$ cat config.mk
export PLATFORM = sky130hd
export DESIGN_NAME = pipe_ctrl_n_flat
export DESIGN_NICKNAME = d
export VERILOG_FILES = /design/src/rtl/pipe_ctrl_n_if.sv /design/src/rtl/pipe_ctrl_n.sv /design/src/flat_wrapper.sv
export SDC_FILE = /design/constraint.sdc
export NUM_CORES = 1
export LEC_CHECK = 0
export CORE_UTILIZATION = 48
export DETAILED_ROUTE_END_ITERATION = 7
export HOLD_SLACK_MARGIN = 0.05
export PLACE_DENSITY = 0.8
export SKIP_CTS_REPAIR_TIMING = 1
export SYNTH_ARGS = -nofsm -noshare
export SYNTH_HDL_FRONTEND = slang
export SYNTH_SLANG_ARGS = --single-unit
$ cat constraint.sdc
create_clock -name clk -period 2.72 [get_ports clk]
set_input_delay 0.272 -clock clk [delete_from_list [all_inputs] [get_ports clk]]
set_output_delay 0.272 -clock clk [all_outputs]
set_load 0.02 [all_outputs]
$ cat src/rtl/pipe_ctrl_n_if.sv
`default_nettype none
// ============================================================================
// Module   : pipe_ctrl_n_if
// Purpose  : Request/control bundle between the core and the pipeline
//            sequencer. The master side raises stage requests, the slave
//            (sequencer) returns keep/dirty controls and counters.
// Revision : 1.0  initial release
// ============================================================================
interface pipe_ctrl_n_if #(
  parameter int STAGES = 5,
  parameter int CNT_W  = 16
);
  logic [STAGES-1:0] stall;
  logic [STAGES-1:0] extend;
  logic [STAGES-1:0] flush;
  logic              freeze;
  logic              drain_req;
  logic              cnt_clr;
  logic [STAGES-1:0] keep;
  logic [STAGES-1:0] dirty;
  logic              drained;
  logic [CNT_W-1:0]  retired;
  logic [CNT_W-1:0]  bubbles;

  modport master (
    output stall, extend, flush, freeze, drain_req, cnt_clr,
    input  keep, dirty, drained, retired, bubbles
  );

  modport slave (
    input  stall, extend, flush, freeze, drain_req, cnt_clr,
    output keep, dirty, drained, retired, bubbles
  );
endinterface
`default_nettype wire

$ cat src/rtl/pipe_ctrl_n.sv
`default_nettype none
// ============================================================================
// Module   : pipe_ctrl_n
// Purpose  : Parametrised pipeline sequencer. Converts per-stage stall,
//            extend and flush requests into per-stage keep (hold) and dirty
//            (bubble) controls, with global freeze, a drain handshake and
//            saturating retire/bubble counters.
// Revision : 1.0  initial release
// ============================================================================
module pipe_ctrl_n #(
  parameter int STAGES = 5,
  parameter int CNT_W  = 16
) (
  input  wire logic   clk,
  input  wire logic   rst,
  pipe_ctrl_n_if.slave bus
);

  typedef enum logic [1:0] {
    RUN   = 2'd0,
    DRAIN = 2'd1,
    IDLE  = 2'd2
  } state_t;

  localparam logic [CNT_W-1:0] CNT_MAX = '1;

  state_t            r_state;
  state_t            w_state_nx;
  logic [STAGES-1:0] w_req;
  logic [STAGES-1:0] w_keep;
  logic [STAGES-1:0] w_dirty_nx;
  logic [STAGES-1:0] r_dirty;
  logic              r_drained;
  logic              w_drain_active;
  logic              w_exit;
  logic              w_exit_valid;
  logic [CNT_W-1:0]  r_retired;
  logic [CNT_W-1:0]  r_bubbles;

  assign w_req          = bus.stall | bus.extend;
  assign w_drain_active = (r_state != RUN) | bus.drain_req;

  // A hold in stage i also holds every older stage (lower index); younger
  // stages keep flowing. The dirty next-state is resolved per stage here.
  genvar g;
  generate
    for (g = 0; g < STAGES; g++) begin : g_stage
      assign w_keep[g] = bus.freeze | (|w_req[STAGES-1:g]);

      if (g == 0) begin : g_fetch
        // Fetch loads a valid slot unless it is squashed or issue is stopped.
        assign w_dirty_nx[g] = w_keep[g] ? (r_dirty[g] | bus.flush[g])
                                         : (bus.flush[g] | w_drain_active);
      end else begin : g_body
        // A held upstream stage sends a bubble; a squashed one moves as a bubble.
        assign w_dirty_nx[g] = w_keep[g] ? (r_dirty[g] | bus.flush[g])
                                         : (r_dirty[g-1] | bus.flush[g-1] | w_keep[g-1]);
      end
    end
  endgenerate

  // Slot leaves the last stage on any edge where it is not held.
  assign w_exit       = ~w_keep[STAGES-1] & ~bus.freeze;
  assign w_exit_valid = ~r_dirty[STAGES-1] & ~bus.flush[STAGES-1];

  // Drain FSM next-state: abandoning a drain takes priority over completing it.
  always_comb begin
    w_state_nx = r_state;
    case (r_state)
      RUN:     if (bus.drain_req) w_state_nx = DRAIN;
      DRAIN:   if (!bus.drain_req) w_state_nx = RUN;
               else if (&r_dirty) w_state_nx = IDLE;
      IDLE:    if (!bus.drain_req) w_state_nx = RUN;
      default: w_state_nx = RUN;
    endcase
  end

  // State, dirty and drained registers; drained mirrors residency in IDLE.
  always_ff @(posedge clk or negedge rst) begin
    if (!rst) begin
      r_state   <= RUN;
      r_dirty   <= '1;
      r_drained <= 1'b0;
    end else begin
      r_state   <= w_state_nx;
      r_dirty   <= w_dirty_nx;
      r_drained <= (w_state_nx == IDLE);
    end
  end

  // Saturating exit counters; clear overrides any increment on the same edge.
  always_ff @(posedge clk or negedge rst) begin
    if (!rst) begin
      r_retired <= '0;
      r_bubbles <= '0;
    end else if (bus.cnt_clr) begin
      r_retired <= '0;
      r_bubbles <= '0;
    end else if (w_exit) begin
      if (w_exit_valid) begin
        if (r_retired != CNT_MAX) r_retired <= r_retired + 1'b1;
      end else begin
        if (r_bubbles != CNT_MAX) r_bubbles <= r_bubbles + 1'b1;
      end
    end
  end

  assign bus.keep    = w_keep;
  assign bus.dirty   = r_dirty;
  assign bus.drained = r_drained;
  assign bus.retired = r_retired;
  assign bus.bubbles = r_bubbles;

endmodule
`default_nettype wire

$ cat src/flat_wrapper.sv
// flat-port wrapper written by rule: the top's interface ports become plain ports
module pipe_ctrl_n_flat 
#(
  parameter int STAGES = 5,
  parameter int CNT_W  = 16
)
  (clk, rst, bus_stall, bus_extend, bus_flush, bus_freeze, bus_drain_req, bus_cnt_clr, bus_keep, bus_dirty, bus_drained, bus_retired, bus_bubbles);
  pipe_ctrl_n_if #(.STAGES(STAGES), .CNT_W(CNT_W)) bus_i ();
  input  wire logic clk;
  input  wire logic rst;
  input wire logic [$bits(bus_i.stall)-1:0] bus_stall;
  input wire logic [$bits(bus_i.extend)-1:0] bus_extend;
  input wire logic [$bits(bus_i.flush)-1:0] bus_flush;
  input wire logic [$bits(bus_i.freeze)-1:0] bus_freeze;
  input wire logic [$bits(bus_i.drain_req)-1:0] bus_drain_req;
  input wire logic [$bits(bus_i.cnt_clr)-1:0] bus_cnt_clr;
  output wire logic [$bits(bus_i.keep)-1:0] bus_keep;
  output wire logic [$bits(bus_i.dirty)-1:0] bus_dirty;
  output wire logic [$bits(bus_i.drained)-1:0] bus_drained;
  output wire logic [$bits(bus_i.retired)-1:0] bus_retired;
  output wire logic [$bits(bus_i.bubbles)-1:0] bus_bubbles;
  assign bus_i.stall = bus_stall;
  assign bus_i.extend = bus_extend;
  assign bus_i.flush = bus_flush;
  assign bus_i.freeze = bus_freeze;
  assign bus_i.drain_req = bus_drain_req;
  assign bus_i.cnt_clr = bus_cnt_clr;
  assign bus_keep = bus_i.keep;
  assign bus_dirty = bus_i.dirty;
  assign bus_drained = bus_i.drained;
  assign bus_retired = bus_i.retired;
  assign bus_bubbles = bus_i.bubbles;
  pipe_ctrl_n #(.STAGES(STAGES), .CNT_W(CNT_W)) u_core (.clk(clk), .rst(rst), .bus(bus_i));
endmodule
Word level (Yosys, flattened, before mapping)
Index checks and enable logic that the tools add are counted. W data, S select, Z words.

Add/subtract/negate cells: 2. Equal/unequal tests: 6. Mux-type cells: 18. Bitwise logic cells: 23. Reductions and logical operators: 13.

Operators with widths (number): $mux W16 (8); $add A16 B1 Y16 const B (2); $ne A16 B16 Y1 const B (2); $or A1 B1 Y1 (16); $reduce_bool A2 Y1 (5); $mux W2 (4); $pmux W2 S3 (1); $reduce_and A3 Y1 (2); $mux W1 (5); $or A5 B5 Y5 (1); $reduce_and A5 Y1 (1); $reduce_or A5 Y1 (1); $eq A2 B2 Y1 const B (2); $not A1 Y1 (4); $reduce_or A4 Y1 (1); $reduce_or A3 Y1 (1); $and A1 B1 Y1 (2); $eq A2 B1 Y1 const B (1); $logic_not A2 Y1 (1); $ne A2 B2 Y1 const B (1); $reduce_or A2 Y1 (1).

Bits in registers: 40. Input bits: 20. Output and inout port bits: 43. Logic and storage cells: 67.

Longest topological paths before layout
Gate-level depths: netlist of run 1.

Depth after elaboration: 6. Depth in mapped cells: 6. Gate-level depth less buffers: 5.

Least setup slack after synthesis of run 1
No wires, ideal clock.

Path kind: reg-to-reg. Start: register u_core.r_dirty[4], in the netlist u_core.bus.dirty[4]. End: register u_core.r_retired[13], in the netlist u_core.bus.retired[13]. Library setup time: 0.078 ns. Data arrival time: 2.087 ns. Required time: 2.642 ns. Slack: 0.555 ns. Stages on the path, launching flop included: 7. Buffers on the path: 2. Clock period less this slack: 2.165 ns. Cell sequence: dfstp_2 > or2_2 > clkbuf_1 > or4b_1 > buf_2 > or4_1 > a21oi_1.

Longest elaborated chain between the ends: 4.

RTL lines: start, declared (RTL line pipe_ctrl_n.sv:32) `logic [STAGES-1:0] r_dirty;`; start signal, assigned (RTL line pipe_ctrl_n.sv:86) `r_dirty <= w_dirty_nx;`; $not A1 Y1 (RTL line pipe_ctrl_n.sv:64) `assign w_exit_valid = ~r_dirty[STAGES-1] & ~bus.flush[STAGES-1];`; $and A1 B1 Y1 (RTL line pipe_ctrl_n.sv:64); $reduce_bool A2 Y1 (no line); $reduce_and A3 Y1 (no line); end signal, assigned (RTL line pipe_ctrl_n.sv:101) `if (r_retired != CNT_MAX) r_retired <= r_retired + 1'b1;`; end, declared (RTL line pipe_ctrl_n.sv:37) `logic [CNT_W-1:0] r_retired;`.

Every way passes these cells. A chain may end at the register's enable or synchronous reset.

Worst setup path in the final report of run 1
Start: input port bus_extend[4]. End: output port bus_keep[0].

Longest elaborated chain between the ends: 3.

RTL lines: start, declared (RTL line flat_wrapper.sv:12) `input wire logic [$bits(bus_i.extend)-1:0] bus_extend;`; $or A5 B5 Y5 (RTL line pipe_ctrl_n.sv:40) `assign w_req = bus.stall | bus.extend;`; $reduce_or A5 Y1 (RTL line pipe_ctrl_n.sv:48) `assign w_keep[g] = bus.freeze | (|w_req[STAGES-1:g]);`; $or A1 B1 Y1 (RTL line pipe_ctrl_n.sv:48); end, declared (RTL line flat_wrapper.sv:17) `output wire logic [$bits(bus_i.keep)-1:0] bus_keep;`.

Every way passes these cells.

==> results.cfg, run 1 <==
[run_status]
outcome = finished with violations
violations = DRC

[logic_synthesis]
synth_top_cell_by_area = dfrtp_1
ys_ff_latch = 40
synth.yosys.seq_area_share_pct = 44.4
synth_fp_nets = 268
yosys_warnings = 0
yosysUniqueCellTypes = 38
syn_inst = 246
synthesis.area_sq_mm = 0.00227
synth_area_leaders = dfrtp_1 39%, dfstp_2 5.8%, mux2_2 5.0%, a21oi_1 4.4%, or4_1 4.0%
synth_top_cell_area_share_pct = 38.6
post_synth.cell_area_avg_sq_um = 9.22

[timing]
finalSetupTns_ps = 0
skew_ps = 13.6
min_period_ps = 2380
rsz0062_at_grt = false
tightest_slew_ps = 987
period_share_pct = 87.7
relSlewSlack_pct = 33.6
hold_viol = 0
setup_viol = 0
drv_slew = 0
max_freq_ghz = 0.419
setup_slack_ps = 336

[setup_path]
crit_slowest_cell = clkdlybuf4s50_1
path_common_cell = clkdlybuf4s50_1
cp_data_arrival_time_ps = 2110
critPathLaunchType = primary input
path_buf_inv = 3
crit_chain = clkdlybuf4s50_1 > nor3_4 > nand4_1 > nor3_1 > inv_1 > clkdlybuf4s50_1
startpoint = bus_extend[4]
cp_top_family = buffers and inverters
cp.required_ps = 2450
worstSetupPathType = primary input to primary output
crit_path_max_fanout = 4
crit_path_max_incr_delay_ps = 540
endpoint_kind = primary output
rr_startpoint = u_core.bus.dirty[4]

[place]
place_area_sq_mm = 0.00297
dp_hpwl_microns = 3900
dp_cells = 359
place.gp.congestion = 0.806
numPortBuffers = 62
pre_cts_slack_ps = 141

[finish]
diodes = 0
drive_gt1_share_pct = 11.1
final_area_sq_mm = 0.00310
fin_cells = 367
area_growth_pct = 36.6
final_nets = 336

[floorplanning]
core_sq_mm = 0.00444
die_h_microns = 70.7
die_x_microns = 70.7
start_util_pct = 51.0
rows = 24
die-area_sq_mm = 0.00500
pin_count = 63

[pwr]
ir_drop_v = 0.000291
switching_share_pct = 21.4
clkPwrFrac_pct = 45.9
power_per_cell_area_mw_per_mm2 = 416
p_int_mw = 1.01
combPwrFrac_pct = 7.1
leakagePower_nw = 1.15
p_switching_mw = 0.275
p_seq_share_pct = 47.1

[cts]
ctsHtreeMaxLevel = 2
clock_sinks = 40
clkLatencyLatePin_ps = 310
clk_pin_slew_ps = 90
max-clock-path-buffers = 2
cts_tree = yes
root_buffer = clkbuf_8
cts_buffers = 5

[route]
vias = 2217
routed_wl_microns = 5600
wl_per_cell_microns = 15.3
drtAntennaViolNets = 0
drt_first_pass_iters = 6
drt_iter0_drc = 149
drc = 5
viasPerCell = 6.04

[job]
cap_violations = 0

[global_routing]
grt_pass1_vias = 2121
grt_max_degree = 41
antenna_found_initial = 0
grt_pass1_wl_microns = 9410
track_usage_pct = 23.3
grt-ovfl-total = 0

[min_path]
hp-class = primary input to async pin
sequential cells by signal (all words and copies together), names as in the netlist:
signal / cells
u_core.bus.bubbles: 16
u_core.bus.retired: 16
u_core.r_state: 2
u_core.bus.dirty: 5
u_core.bus.drained: 1
cell usage after synthesis:
library cell,number
nor4_1,12
dfrtp_1,35
ha_1,2
o31ai_1,11
a211oi_1,2
nor2_1,21
or4_1,12
nor3_4,1
nand2_1,16
o21ai_0,3
and4_1,4
inv_1,6
a21oi_1,20
o21a_1,3
or2_2,2
nor3_1,11
inv_4,1
dfstp_2,5
buf_2,1
a31oi_1,3
nor2b_1,12
nand3_1,14
or3_1,5
mux2_2,10
nand2b_1,4
nor4b_1,1
nor3b_1,1
o21ba_2,1
a22oi_1,1
or4b_1,1
and3_1,2
and2_1,1
o32a_2,1
mux2i_1,3
a41o_1,1
nand4_1,9
clkbuf_1,6
o41ai_1,2
kinds of logic (layout without fill, tap and decap cells):
logic type / Yosys count / in the layout / synth area share, %
AND/OR/NAND/NOR: 129 / 129 / 32.0
flip-flops: 40 / 40 / 44.4
multiplexers: 13 / 13 / 6.29
buffers and inverters: 14 / 83 / 2.48
adder cells (fa/ha/maj): 2 / 2 / 1.10
AO/OA/AOI/OAI: 48 / 48 / 13.7
worst register-to-register path: stages, from the launching register on:
cell,delay [ps]
dfstp_2,390
or2_2,350
or4b_1,680
or4_1,560
a21oi_1,160
path summary, 6_finish.rpt:
| path | to | slack [ps] | depth (start not counted) |
|---|---|---|---|
| setup / recovery | bus_keep[0] | 340 | 6 |
| hold / removal | u_core.bus.retired[6] | 80 | 1 |
| setup reg to reg | u_core.bus.retired[13] | 520 | 4 |
| hold reg to reg | u_core.r_state[0] | 490 | 1 |
| max in group asynchronous | u_core.r_state[0] | 2050 | 1 |
| min in group clk | u_core.r_state[0] | 490 | 1 |
placed cells by master (no fill, tap or decap), drive strengths merged, types with 4 or more instances in the layout:
master	netlist	layout
nand2	16	16
dfstp	5	5
nor4	12	12
clkdlybuf4s50	0	61
buf	1	7
nor2b	12	12
and4	4	4
a21oi	20	20
clkbuf	6	6
or3	5	5
dfrtp	35	35
o31ai	11	11
nand3	14	14
or4	12	12
mux2	10	10
nand4	9	9
nand2b	4	4
inv	7	7
nor2	21	21
nor3	12	12
power groups by stage:
stage | Clock [mW] | Sequential, mW | Combinational, mW
detailed placement | 0 | 0.617 | 0.0917
CTS | 0.591 | 0.606 | 0.0921
finish | 0.590 | 0.606 | 0.0909
global placement | 0 | 0.617 | 0.0899
floorplan | 0 | 0.619 | 0.0302
global route | 0.614 | 0.607 | 0.101
area by class of cell:
type | count | area [sq um]
Sequential cell | 40 | 1010
Timing Repair Buffer | 68 | 661
Clock buffer | 6 | 72.6
Fill cell | 366 | 1350
Multi-Input combinational cell | 192 | 1200
Tap cell | 52 | 65.1
Inverter | 7 | 28.8
Clock inverter | 2 | 60.1
metrics by stage:
| step | power, mW | utilization, % | hold slack (ps) |
|---|---|---|---|
| after global placement | 0.707 | 66.7 | 450 |
| final | 1.29 | 69.7 | 84.5 |
| after global routing | 1.32 | 69.7 | 177 |
| after CTS | 1.29 | 69.7 | 130 |
| after detailed placement | 0.709 | 66.7 | 455 |
| after floorplan | 0.650 | - | -23.6 |
metal layers:
metal | global-route usage, % | up-vias | part of all wire, %
met5 | 0 | - | 0
met4 | 5.33 | 0 | 0.87
met3 | 6.98 | 7 | 5.8
met2 | 40.7 | 61 | 49
met1 | 28.5 | 1069 | 45
li1 | - | 1080 | -
No activity file was read; power rests on OpenSTA's default activity.
==> run 2, diff against run 1 <==
--- a/config.mk
+++ b/config.mk
@@ -7,6 +7,7 @@
 export LEC_CHECK = 0
 export CORE_UTILIZATION = 48
 export DETAILED_ROUTE_END_ITERATION = 7
+export GPL_ROUTABILITY_DRIVEN = 0
 export HOLD_SLACK_MARGIN = 0.05
 export PLACE_DENSITY = 0.8
 export SKIP_CTS_REPAIR_TIMING = 1
==> results of run 2 <==
No change in the layout: final DEF, timing and power equal those of run 1.
